## config.mk

```make
export PLATFORM = sky130hd
export DESIGN_NAME = ann_sequencer_flat
export DESIGN_NICKNAME = d
export VERILOG_FILES = /design/src/rtl/ann_seq_if.sv /design/src/rtl/ann_sequencer.sv /design/src/flat_wrapper.sv
export SDC_FILE = /design/constraint.sdc
export NUM_CORES = 1
export LEC_CHECK = 0
export ABC_CLOCK_PERIOD_IN_PS = 3000
export CAP_MARGIN = 10
export CELL_PAD_IN_SITES_DETAIL_PLACEMENT = 0
export CELL_PAD_IN_SITES_GLOBAL_PLACEMENT = 1
export CORE_UTILIZATION = 37
export DETAILED_ROUTE_END_ITERATION = 16
export MAX_ROUTING_LAYER = met4
export PLACE_DENSITY_LB_ADDON = 0.1
export SETUP_SLACK_MARGIN = 0.15
export SLEW_MARGIN = 15
export SYNTH_ARGS = -nofsm -noshare
export SYNTH_HDL_FRONTEND = slang
export SYNTH_SLANG_ARGS = --single-unit
```

## constraint.sdc

```tcl
create_clock -name clk -period 3 [get_ports clk]
set_input_delay 0.6 -clock clk [delete_from_list [all_inputs] [get_ports clk]]
set_output_delay 0.6 -clock clk [all_outputs]
set_load 0.005 [all_outputs]
```

## src/rtl/ann_seq_if.sv

```systemverilog
// ann_seq_if: control/data bundle between the ANN sequencer and its datapath/ROM.
//   master : sequencer side (drives strobes, ROM address, data_out; reads start, mem_rdata)
//   slave  : datapath/ROM side (opposite directions)
interface ann_seq_if;
  logic        start;
  logic        busy;
  logic        done;
  logic [8:0]  mem_addr;
  logic        mem_rd_en;
  logic [15:0] mem_rdata;
  logic [15:0] data_out;
  logic        ld_in, ld_weight, ld_bias_LSB, ld_bias_MSB;
  logic        shift_in, change, ld_multiplication, rst_sum;
  logic        bias_addition, ReLU_computation, ld_max_func;
  logic [3:0]  ld_neuron;

  modport master (
    input  start, mem_rdata,
    output busy, done, mem_addr, mem_rd_en, data_out,
           ld_in, ld_weight, ld_bias_LSB, ld_bias_MSB,
           shift_in, change, ld_multiplication, rst_sum,
           bias_addition, ReLU_computation, ld_max_func, ld_neuron
  );

  modport slave (
    output start, mem_rdata,
    input  busy, done, mem_addr, mem_rd_en, data_out,
           ld_in, ld_weight, ld_bias_LSB, ld_bias_MSB,
           shift_in, change, ld_multiplication, rst_sum,
           bias_addition, ReLU_computation, ld_max_func, ld_neuron
  );
endinterface

```

## src/rtl/ann_sequencer.sv

```systemverilog
// ann_sequencer: steps a fully-connected layer through input load, per-neuron
// weight MAC, bias load/add and ReLU, then a final max stage.
//   clk, rst : clock, synchronous active-high reset
//   bus      : ann_seq_if.master -- start/busy/done, ROM read port, datapath strobes
// Outputs are decoded from the current state and counters and then registered,
// so every output lags the state register by one cycle; data_out is the only
// combinational output (ROM data gated by the registered load strobes).
module ann_sequencer #(
  parameter int N_IN     = 32,
  parameter int N_NEURON = 10,
  parameter int W_BASE   = 32,
  parameter int B_BASE   = 352
) (
  input  logic clk,
  input  logic rst,
  ann_seq_if.master bus
);

  typedef enum logic [3:0] {
    IDLE, LOAD, CLR, MAC, DRAIN, BIAS, BADD, RELU, MAX, DONE
  } state_t;

  typedef struct packed {
    logic       busy, done, mem_rd_en;
    logic [8:0] mem_addr;
    logic       ld_in, ld_weight, ld_bias_lsb, ld_bias_msb;
    logic       shift_in, change, ld_mult, rst_sum, bias_add, relu, ld_max;
    logic [3:0] ld_neuron;
  } ctl_t;

  localparam int              KW     = (N_IN < 3) ? 2 : $clog2(N_IN + 1);
  localparam logic [KW-1:0]   K_LAST = KW'(N_IN);
  localparam logic [3:0]      N_LAST = 4'(N_NEURON - 1);

  state_t        state_q, state_d;
  logic [KW-1:0] k_q, k_d;
  logic [3:0]    n_q, n_d;
  ctl_t          ctl_q, ctl_d;

  always_ff @(posedge clk) begin
    if (rst) begin
      state_q <= IDLE;
      k_q     <= '0;
      n_q     <= '0;
      ctl_q   <= '0;
    end else begin
      state_q <= state_d;
      k_q     <= k_d;
      n_q     <= n_d;
      ctl_q   <= ctl_d;
    end
  end

  always_comb begin
    state_d = state_q;
    k_d     = k_q + KW'(1);
    n_d     = n_q;
    ctl_d   = '0;
    ctl_d.busy = (state_q != IDLE);

    unique case (state_q)
      IDLE: begin
        k_d = '0;
        n_d = '0;
        if (bus.start) state_d = LOAD;
      end
      LOAD: begin
        // read in cycles 0..N_IN-1, strobe the returned word one cycle later
        if (k_q != K_LAST) begin
          ctl_d.mem_rd_en = 1'b1;
          ctl_d.mem_addr  = 9'(k_q);
        end
        ctl_d.ld_in = (k_q != '0);
        if (k_q == K_LAST) begin
          state_d = CLR;
          k_d     = '0;
          n_d     = '0;
        end
      end
      CLR: begin
        ctl_d.rst_sum   = 1'b1;
        ctl_d.ld_neuron = n_q;
        state_d         = MAC;
        k_d             = '0;
      end
      MAC: begin
        ctl_d.ld_neuron = n_q;
        if (k_q != K_LAST) begin
          ctl_d.mem_rd_en = 1'b1;
          ctl_d.mem_addr  = 9'(W_BASE + 32'(n_q) * N_IN + 32'(k_q));
        end
        ctl_d.ld_weight = (k_q != '0);
        ctl_d.shift_in  = (k_q != '0);
        ctl_d.ld_mult   = (k_q == KW'(1));
        if (k_q == K_LAST) begin
          state_d = DRAIN;
          k_d     = '0;
        end
      end
      DRAIN: begin
        ctl_d.ld_neuron = n_q;
        if (k_q == KW'(1)) begin
          state_d = BIAS;
          k_d     = '0;
        end
      end
      BIAS: begin
        ctl_d.ld_neuron = n_q;
        if (k_q == KW'(0) || k_q == KW'(1)) begin
          ctl_d.mem_rd_en = 1'b1;
          ctl_d.mem_addr  = 9'(B_BASE + 2 * 32'(n_q) + 32'(k_q));
        end
        ctl_d.ld_bias_lsb = (k_q == KW'(1));
        ctl_d.ld_bias_msb = (k_q == KW'(2));
        if (k_q == KW'(2)) begin
          state_d = BADD;
          k_d     = '0;
        end
      end
      BADD: begin
        ctl_d.ld_neuron = n_q;
        ctl_d.bias_add  = 1'b1;
        state_d         = RELU;
        k_d             = '0;
      end
      RELU: begin
        ctl_d.ld_neuron = n_q;
        ctl_d.relu      = 1'b1;
        k_d             = '0;
        if (n_q == N_LAST) begin
          state_d = MAX;
        end else begin
          n_d     = n_q + 4'd1;
          state_d = CLR;
        end
      end
      MAX: begin
        ctl_d.ld_max = 1'b1;
        state_d      = DONE;
        k_d          = '0;
      end
      DONE: begin
        ctl_d.done = 1'b1;
        state_d    = IDLE;
        k_d        = '0;
        n_d        = '0;
      end
      default: begin
        state_d = IDLE;
        k_d     = '0;
        n_d     = '0;
      end
    endcase

    // change flips together with each weight strobe
    ctl_d.change = ctl_q.change ^ ctl_d.ld_weight;
  end

  assign bus.busy              = ctl_q.busy;
  assign bus.done              = ctl_q.done;
  assign bus.mem_rd_en         = ctl_q.mem_rd_en;
  assign bus.mem_addr          = ctl_q.mem_addr;
  assign bus.ld_in             = ctl_q.ld_in;
  assign bus.ld_weight         = ctl_q.ld_weight;
  assign bus.ld_bias_LSB       = ctl_q.ld_bias_lsb;
  assign bus.ld_bias_MSB       = ctl_q.ld_bias_msb;
  assign bus.shift_in          = ctl_q.shift_in;
  assign bus.change            = ctl_q.change;
  assign bus.ld_multiplication = ctl_q.ld_mult;
  assign bus.rst_sum           = ctl_q.rst_sum;
  assign bus.bias_addition     = ctl_q.bias_add;
  assign bus.ReLU_computation  = ctl_q.relu;
  assign bus.ld_max_func       = ctl_q.ld_max;
  assign bus.ld_neuron         = ctl_q.ld_neuron;

  // ROM word arrives the cycle after the read, exactly when its strobe is up
  assign bus.data_out = (ctl_q.ld_in | ctl_q.ld_weight | ctl_q.ld_bias_lsb | ctl_q.ld_bias_msb)
                      ? bus.mem_rdata : 16'h0000;

endmodule
```

## src/flat_wrapper.sv

```systemverilog
// flat-port wrapper written by rule: the top's interface ports become plain ports
module ann_sequencer_flat 
#(
  parameter int N_IN     = 32,
  parameter int N_NEURON = 10,
  parameter int W_BASE   = 32,
  parameter int B_BASE   = 352
)
  (clk, rst, bus_start, bus_mem_rdata, bus_busy, bus_done, bus_mem_addr, bus_mem_rd_en, bus_data_out, bus_ld_in, bus_ld_weight, bus_ld_bias_LSB, bus_ld_bias_MSB, bus_shift_in, bus_change, bus_ld_multiplication, bus_rst_sum, bus_bias_addition, bus_ReLU_computation, bus_ld_max_func, bus_ld_neuron);
  ann_seq_if bus_i ();
  input  logic clk;
  input  logic rst;
  input wire logic [$bits(bus_i.start)-1:0] bus_start;
  input wire logic [$bits(bus_i.mem_rdata)-1:0] bus_mem_rdata;
  output wire logic [$bits(bus_i.busy)-1:0] bus_busy;
  output wire logic [$bits(bus_i.done)-1:0] bus_done;
  output wire logic [$bits(bus_i.mem_addr)-1:0] bus_mem_addr;
  output wire logic [$bits(bus_i.mem_rd_en)-1:0] bus_mem_rd_en;
  output wire logic [$bits(bus_i.data_out)-1:0] bus_data_out;
  output wire logic [$bits(bus_i.ld_in)-1:0] bus_ld_in;
  output wire logic [$bits(bus_i.ld_weight)-1:0] bus_ld_weight;
  output wire logic [$bits(bus_i.ld_bias_LSB)-1:0] bus_ld_bias_LSB;
  output wire logic [$bits(bus_i.ld_bias_MSB)-1:0] bus_ld_bias_MSB;
  output wire logic [$bits(bus_i.shift_in)-1:0] bus_shift_in;
  output wire logic [$bits(bus_i.change)-1:0] bus_change;
  output wire logic [$bits(bus_i.ld_multiplication)-1:0] bus_ld_multiplication;
  output wire logic [$bits(bus_i.rst_sum)-1:0] bus_rst_sum;
  output wire logic [$bits(bus_i.bias_addition)-1:0] bus_bias_addition;
  output wire logic [$bits(bus_i.ReLU_computation)-1:0] bus_ReLU_computation;
  output wire logic [$bits(bus_i.ld_max_func)-1:0] bus_ld_max_func;
  output wire logic [$bits(bus_i.ld_neuron)-1:0] bus_ld_neuron;
  assign bus_i.start = bus_start;
  assign bus_i.mem_rdata = bus_mem_rdata;
  assign bus_busy = bus_i.busy;
  assign bus_done = bus_i.done;
  assign bus_mem_addr = bus_i.mem_addr;
  assign bus_mem_rd_en = bus_i.mem_rd_en;
  assign bus_data_out = bus_i.data_out;
  assign bus_ld_in = bus_i.ld_in;
  assign bus_ld_weight = bus_i.ld_weight;
  assign bus_ld_bias_LSB = bus_i.ld_bias_LSB;
  assign bus_ld_bias_MSB = bus_i.ld_bias_MSB;
  assign bus_shift_in = bus_i.shift_in;
  assign bus_change = bus_i.change;
  assign bus_ld_multiplication = bus_i.ld_multiplication;
  assign bus_rst_sum = bus_i.rst_sum;
  assign bus_bias_addition = bus_i.bias_addition;
  assign bus_ReLU_computation = bus_i.ReLU_computation;
  assign bus_ld_max_func = bus_i.ld_max_func;
  assign bus_ld_neuron = bus_i.ld_neuron;
  ann_sequencer #(.N_IN(N_IN), .N_NEURON(N_NEURON), .W_BASE(W_BASE), .B_BASE(B_BASE)) u_core (.clk(clk), .rst(rst), .bus(bus_i));
endmodule
```

== Word-level counts from Yosys, hierarchy flattened ==
Cells that the tools add are included.

* Memories kept: 0
* Bits in latches: 0
* Bits in read-only memories: 0
* Bits in registers: 40
* Bits in writable memories: 0
* Output and inout port bits: 43
* Logic and storage cells: 92

* Eq/ne operators: 20
* Bitwise logic cells: 9
* Divide/modulo/power cells: 0
* Add/sub/neg operators: 6
* Shift operators: 0
* Multiply operators: 0
* Order comparisons: 0
* Muxes and demuxes: 25
* Reduce and logical (&&, ||, !) cells: 14

{| class="wikitable"
|+ Operators by type and width
! operator !! number
|-
| $pmux W4 S9 || 1
|-
| $mux W4 || 8
|-
| $mux W10 || 3
|-
| $pmux W10 S3 || 1
|-
| $add A9 B6 Y9 || 2
|-
| $mux W6 || 3
|-
| $pmux W6 S3 || 1
|-
| $eq A4 B3 Y1 const B || 4
|-
| $mux W16 || 1
|-
| $eq A4 B4 Y1 const B || 3
|-
| $pmux W4 S3 || 1
|-
| $reduce_or A6 Y1 || 2
|-
| $reduce_or A2 Y1 || 5
|-
| $add A6 B9 Y9 const A || 1
|-
| $add A9 B5 Y9 const A || 1
|-
| $eq A4 B2 Y1 const B || 2
|-
| $ne A2 B1 Y1 const B || 4
|-
| $add A6 B1 Y6 const B || 1
|-
| $eq A6 B1 Y1 const B || 1
|-
| $eq A6 B2 Y1 const B || 1
|-
| $eq A6 B6 Y1 const B || 1
|-
| $logic_not A6 Y1 || 1
|-
| $mux W1 || 6
|-
| $ne A6 B6 Y1 const B || 1
|-
| other kinds (12) || 19
|}

== Longest topological paths before layout ==
* Depth in word-level cells: 4
* Gate-level depth with buffers: 8
* Gate-level depth less buffers: 8

== Worst setup path before layout ==
No wires, ideal clock.

* Path type: register to output
* Start point: reg u_core.ctl_q, in the netlist u_core.bus.ld_weight
* End point: out bus_data_out[10]
* Path buffers: 1
* Cell stages (with the launch flop): 4
* Arrival: 1.382 ns
* Path slack: 1.018 ns
* Cells stage by stage: dfxtp_1 -> nor4_1 -> clkbuf_1 -> nor2b_1

* Cells in the longest elaborated chain, start to end: 4

{| class="wikitable"
|+ RTL lines
! what !! RTL line !! text
|-
| start, declared || ann_sequencer.sv:38 || <nowiki>ctl_t ctl_q, ctl_d;</nowiki>
|-
| start signal, assigned || ann_sequencer.sv:50 || <nowiki>ctl_q <= ctl_d;</nowiki>
|-
| $or A1 B1 Y1 (3 in series) || ann_sequencer.sv:177 || <nowiki>assign bus.data_out = (ctl_q.ld_in | ctl_q.ld_weight | ctl_q.ld_bias_lsb | ctl_q.ld_bias_msb)</nowiki>
|-
| $mux W16 || ann_sequencer.sv:178 || <nowiki>? bus.mem_rdata : 16'h0000;</nowiki>
|-
| end, declared || flat_wrapper.sv:19 || <nowiki>output wire logic [$bits(bus_i.data_out)-1:0] bus_data_out;</nowiki>
|}

No other way between the ends.

== Worst setup path in the final report ==
* Start point: in bus_mem_rdata[8]
* End point: out bus_data_out[8]

* Cells in the longest elaborated chain, start to end: 1

{| class="wikitable"
|+ RTL lines
! what !! RTL line !! text
|-
| start, declared || flat_wrapper.sv:14 || <nowiki>input wire logic [$bits(bus_i.mem_rdata)-1:0] bus_mem_rdata;</nowiki>
|-
| $mux W16 || ann_sequencer.sv:178 ||
|}

No other way between the ends.

==> results.md <==
* Setup Fix Bufs, Post-CTS at 0
* MaxCap Viol Count at 0
* CP Max Fanout at 1
* TritonCTS clock tree: yes
* Starting Density at about two fifths
* Fillers at between 400 and 500
* Slew @ Worst Pin at 0.603 ns
* R2r worst-path depth at 4
* Gate power share at about 16%
* CP Capture Type: output port
* Pwr dens at roughly 420 nW/µm²
* CP startpoint: bus_mem_rdata[8]
* Worst-Skew Late Latency at around 0.29 ns
* Hold depth at 1
* Final ANT Viol Nets at 0
* Outcome: complete, no violations
* Reg-to-Reg End: u_core.k_q[4]$_SDFF_PP0_
* Post-route cell area at around 2800 µm²
* Synth Flop Type: dfxtp_1
* Port bufs at between 60 and 70
* Final Skew at 0.00659 ns
* Period minus WS final at 2.31 ns
* Maximum VDD drop at ~0.25 mV
* Most frequent cells in the layout: clkdlybuf4s50_1, dfxtp_1, nor2_1
* Rows at 26
* Cells after synthesis at 224
* First-pass GRT wire length at approximately 8500 µm
* N_diodes at 0
* Post-synthesis sequential area ratio at 39.4%
* Drt wl/cell at around 14 µm
* Mux share of post-synthesis cell area at 0%
* Synthesis Warnings at 0
* Sequential share of power at about half
* RSZ-0062 raised after global routing: no
* Total gr overflow at 0
* Die H at between 70 and 80 µm
* Drt via density at around 5
* Fin Setup TNS at 0 ns
* Leak pwr at between 0.001 and 0.0015 µW
* Layout area overhead at 38.5%
* Share of cells above drive strength 1 at around 8.4%
* Rel. slew slack at 59.8%
* Die W at about 76 µm
* Async SR Flop Fraction at 0%
* R2r setup slk at ~1.1 ns
* # clock sinks at 40
* RD Place Congestion at between 0.7 and 0.8
* Synth Area in XOR/XNOR at roughly 3.0%
* Net Sw Frac at approximately a quarter
* Vias in the first global route at approximately 1700
* Post-synthesis register bit count at 40
* Switching power at 302 µW
* Post-Syn Nets at roughly 260
* Maximum clock rate at 434 MHz
* DP Area at approximately 2700 µm²
* Critical Path RT at about 2.4 ns
* Final core occ at between 50% and 60%
* Multi-input gate area at approximately 1100 µm²
* Nets@finish at about 320
* Worst hold path type: reg2reg
* # H-tree levels at 2
* Root Driver: clkbuf_8
* Cts repair resizes at 0
* Critical path class: in2out
* FF+latch area at roughly 800 µm²
* Compound-gate portion of the synthesized area at 15.9%
* Reg-to-reg critical path startpoint: u_core.state_q[0]$_SDFFE_PP0P_
* Hold buffers post-CTS at 0
* Detailed-route via count at roughly 1800
* Worst EP arrival at 1.71 ns
* Synth Area in Adders at 8.98%
* DRT Wirelength at slightly below 5000 µm
* Largest net degree at the start of global routing at 18
* Main combinational cell family by area after synthesis: simple AND/OR/NAND/NOR gates
* CP startpoint kind: input port
* Area of the core at roughly 5200 µm²
* EDFF count, synth at 0
* Setup violators final at 0
* Clock-pin slew on the worst setup and hold paths at about 0.07 ns
* First-pass detailed-route iteration total at 4
* DRC viols at 0
* Drt first-iter violations at just under 80
* Antenna violations before repair at 0
* Post-Syn Area per Cell at approximately 9 µm²
* Final hold violations at 0
* Max Root-Sink Buffers at 2
* Hold_ws at 0.510 ns
* Pins Over Slew Limit at 0
* I/O Pins at a little over 60
* Post-synthesis simple-gate area fraction at a little over a quarter
* Commonest non-fill, non-tap cell in the layout: clkdlybuf4s50_1
* Yosys cell types at 52
* Worst Setup EP: bus_data_out[8]
* Share of the clock period used by the worst path at between 70% and 80%
* Total track usage at about a fifth
* Int Power at approximately 890 µW
* Die area at 5800 µm²
* Post-DP HPWL at about 3600 µm
* Netlist Area Pre-Place at 2030 µm²
* Clock Power Share at between 30% and 40%
* Number of buffers created by CTS at 5
[power groups by stage]
stage                     combinational [µW]  sequential, µW  clock [µW]
final                                    186             577         427
after floorplan                          119             571           0
after CTS                                187             576         445
after detailed placement                 186             589           0
after global routing                     206             579         472
after global placement                   187             588           0
[logic make-up (layout without fill, tap and decap cells)]
kind of cell | Yosys count | in the layout
xor+xnor | 7 | 7
simple gates | 95 | 95
compound gates | 44 | 44
fa+ha+maj | 14 | 14
flops | 40 | 40
buf+inv | 24 | 86
[sequential cells by signal, indices dropped and copies added, names as in the netlist, 4 cells and up]
signal / count
u_core.bus.ld_neuron: 4
u_core.bus.mem_addr: 9
u_core.k_q: 6
u_core.n_q: 4
u_core.state_q: 4
[worst max-delay path, stage by stage]
cell	delay [ns]
clkdlybuf4s50_1	0.45
nor2b_1	0.12
clkdlybuf4s50_1	0.53
[cell usage after synthesis (2+ instances only)]
master	number	area [µm²]
a2111oi_0	2	17.5
a211o_1	2	17.5
a21o_1	5	37.5
a21oi_1	10	50.1
a21oi_2	2	17.5
a22oi_1	4	30.0
a31oi_1	4	25.0
and2_1	4	25.0
buf_2	5	25.0
clkbuf_1	4	15.0
dfxtp_1	40	801
ha_1	13	163
inv_1	12	45.0
nand2_1	8	30.0
nand2b_1	3	18.8
nand3_1	8	40.0
nand3b_1	3	22.5
nor2_1	27	101
nor2b_1	16	100
nor3_1	10	50.1
nor4_1	4	25.0
o21ai_0	2	10.0
or3_1	2	12.5
xnor2_1	3	26.3
xor2_1	4	35.0
[worst min-delay path by stage]
stage	start	endpoint	slack, ns
after floorplan	u_core.k_q[0]$_SDFF_PP0_	u_core.k_q[0]$_SDFF_PP0_	0.44
after global placement	u_core.k_q[0]$_SDFF_PP0_	u_core.k_q[0]$_SDFF_PP0_	0.48
after detailed placement	u_core.k_q[0]$_SDFF_PP0_	u_core.k_q[0]$_SDFF_PP0_	0.50
after CTS	u_core.k_q[0]$_SDFF_PP0_	u_core.k_q[0]$_SDFF_PP0_	0.51
after global routing	u_core.k_q[0]$_SDFF_PP0_	u_core.k_q[0]$_SDFF_PP0_	0.54
final	u_core.k_q[0]$_SDFF_PP0_	u_core.k_q[0]$_SDFF_PP0_	0.51
[area by class of cell]
type / count / share of cell area (%)
multi-input cells: 160 / 40.2
clock inverters: 2 / 1.24
inverters: 13 / 1.73
clock buffers: 6 / 2.58
repair buffers: 65 / 22.7
well taps: 70 / 3.11
flip-flops and latches: 40 / 28.4
[layer usage]
metal	global-route usage, %	share of wire [%]
met1	24.4	50
met2	28.8	44
met3	4.91	4.7
met4	4.62	0.98
met5	-	0
[through the flow]
stage | std cells | total power [µW] | worst slack, ns
after floorplan | 224 | 691 | 1.02
after global placement | 348 | 775 | 0.705
after detailed placement | 348 | 775 | 0.684
after CTS | 356 | 1210 | 0.678
after global routing | 356 | 1260 | 0.624
final | 356 | 1190 | 0.694
(Power assumes the default switching activity.)
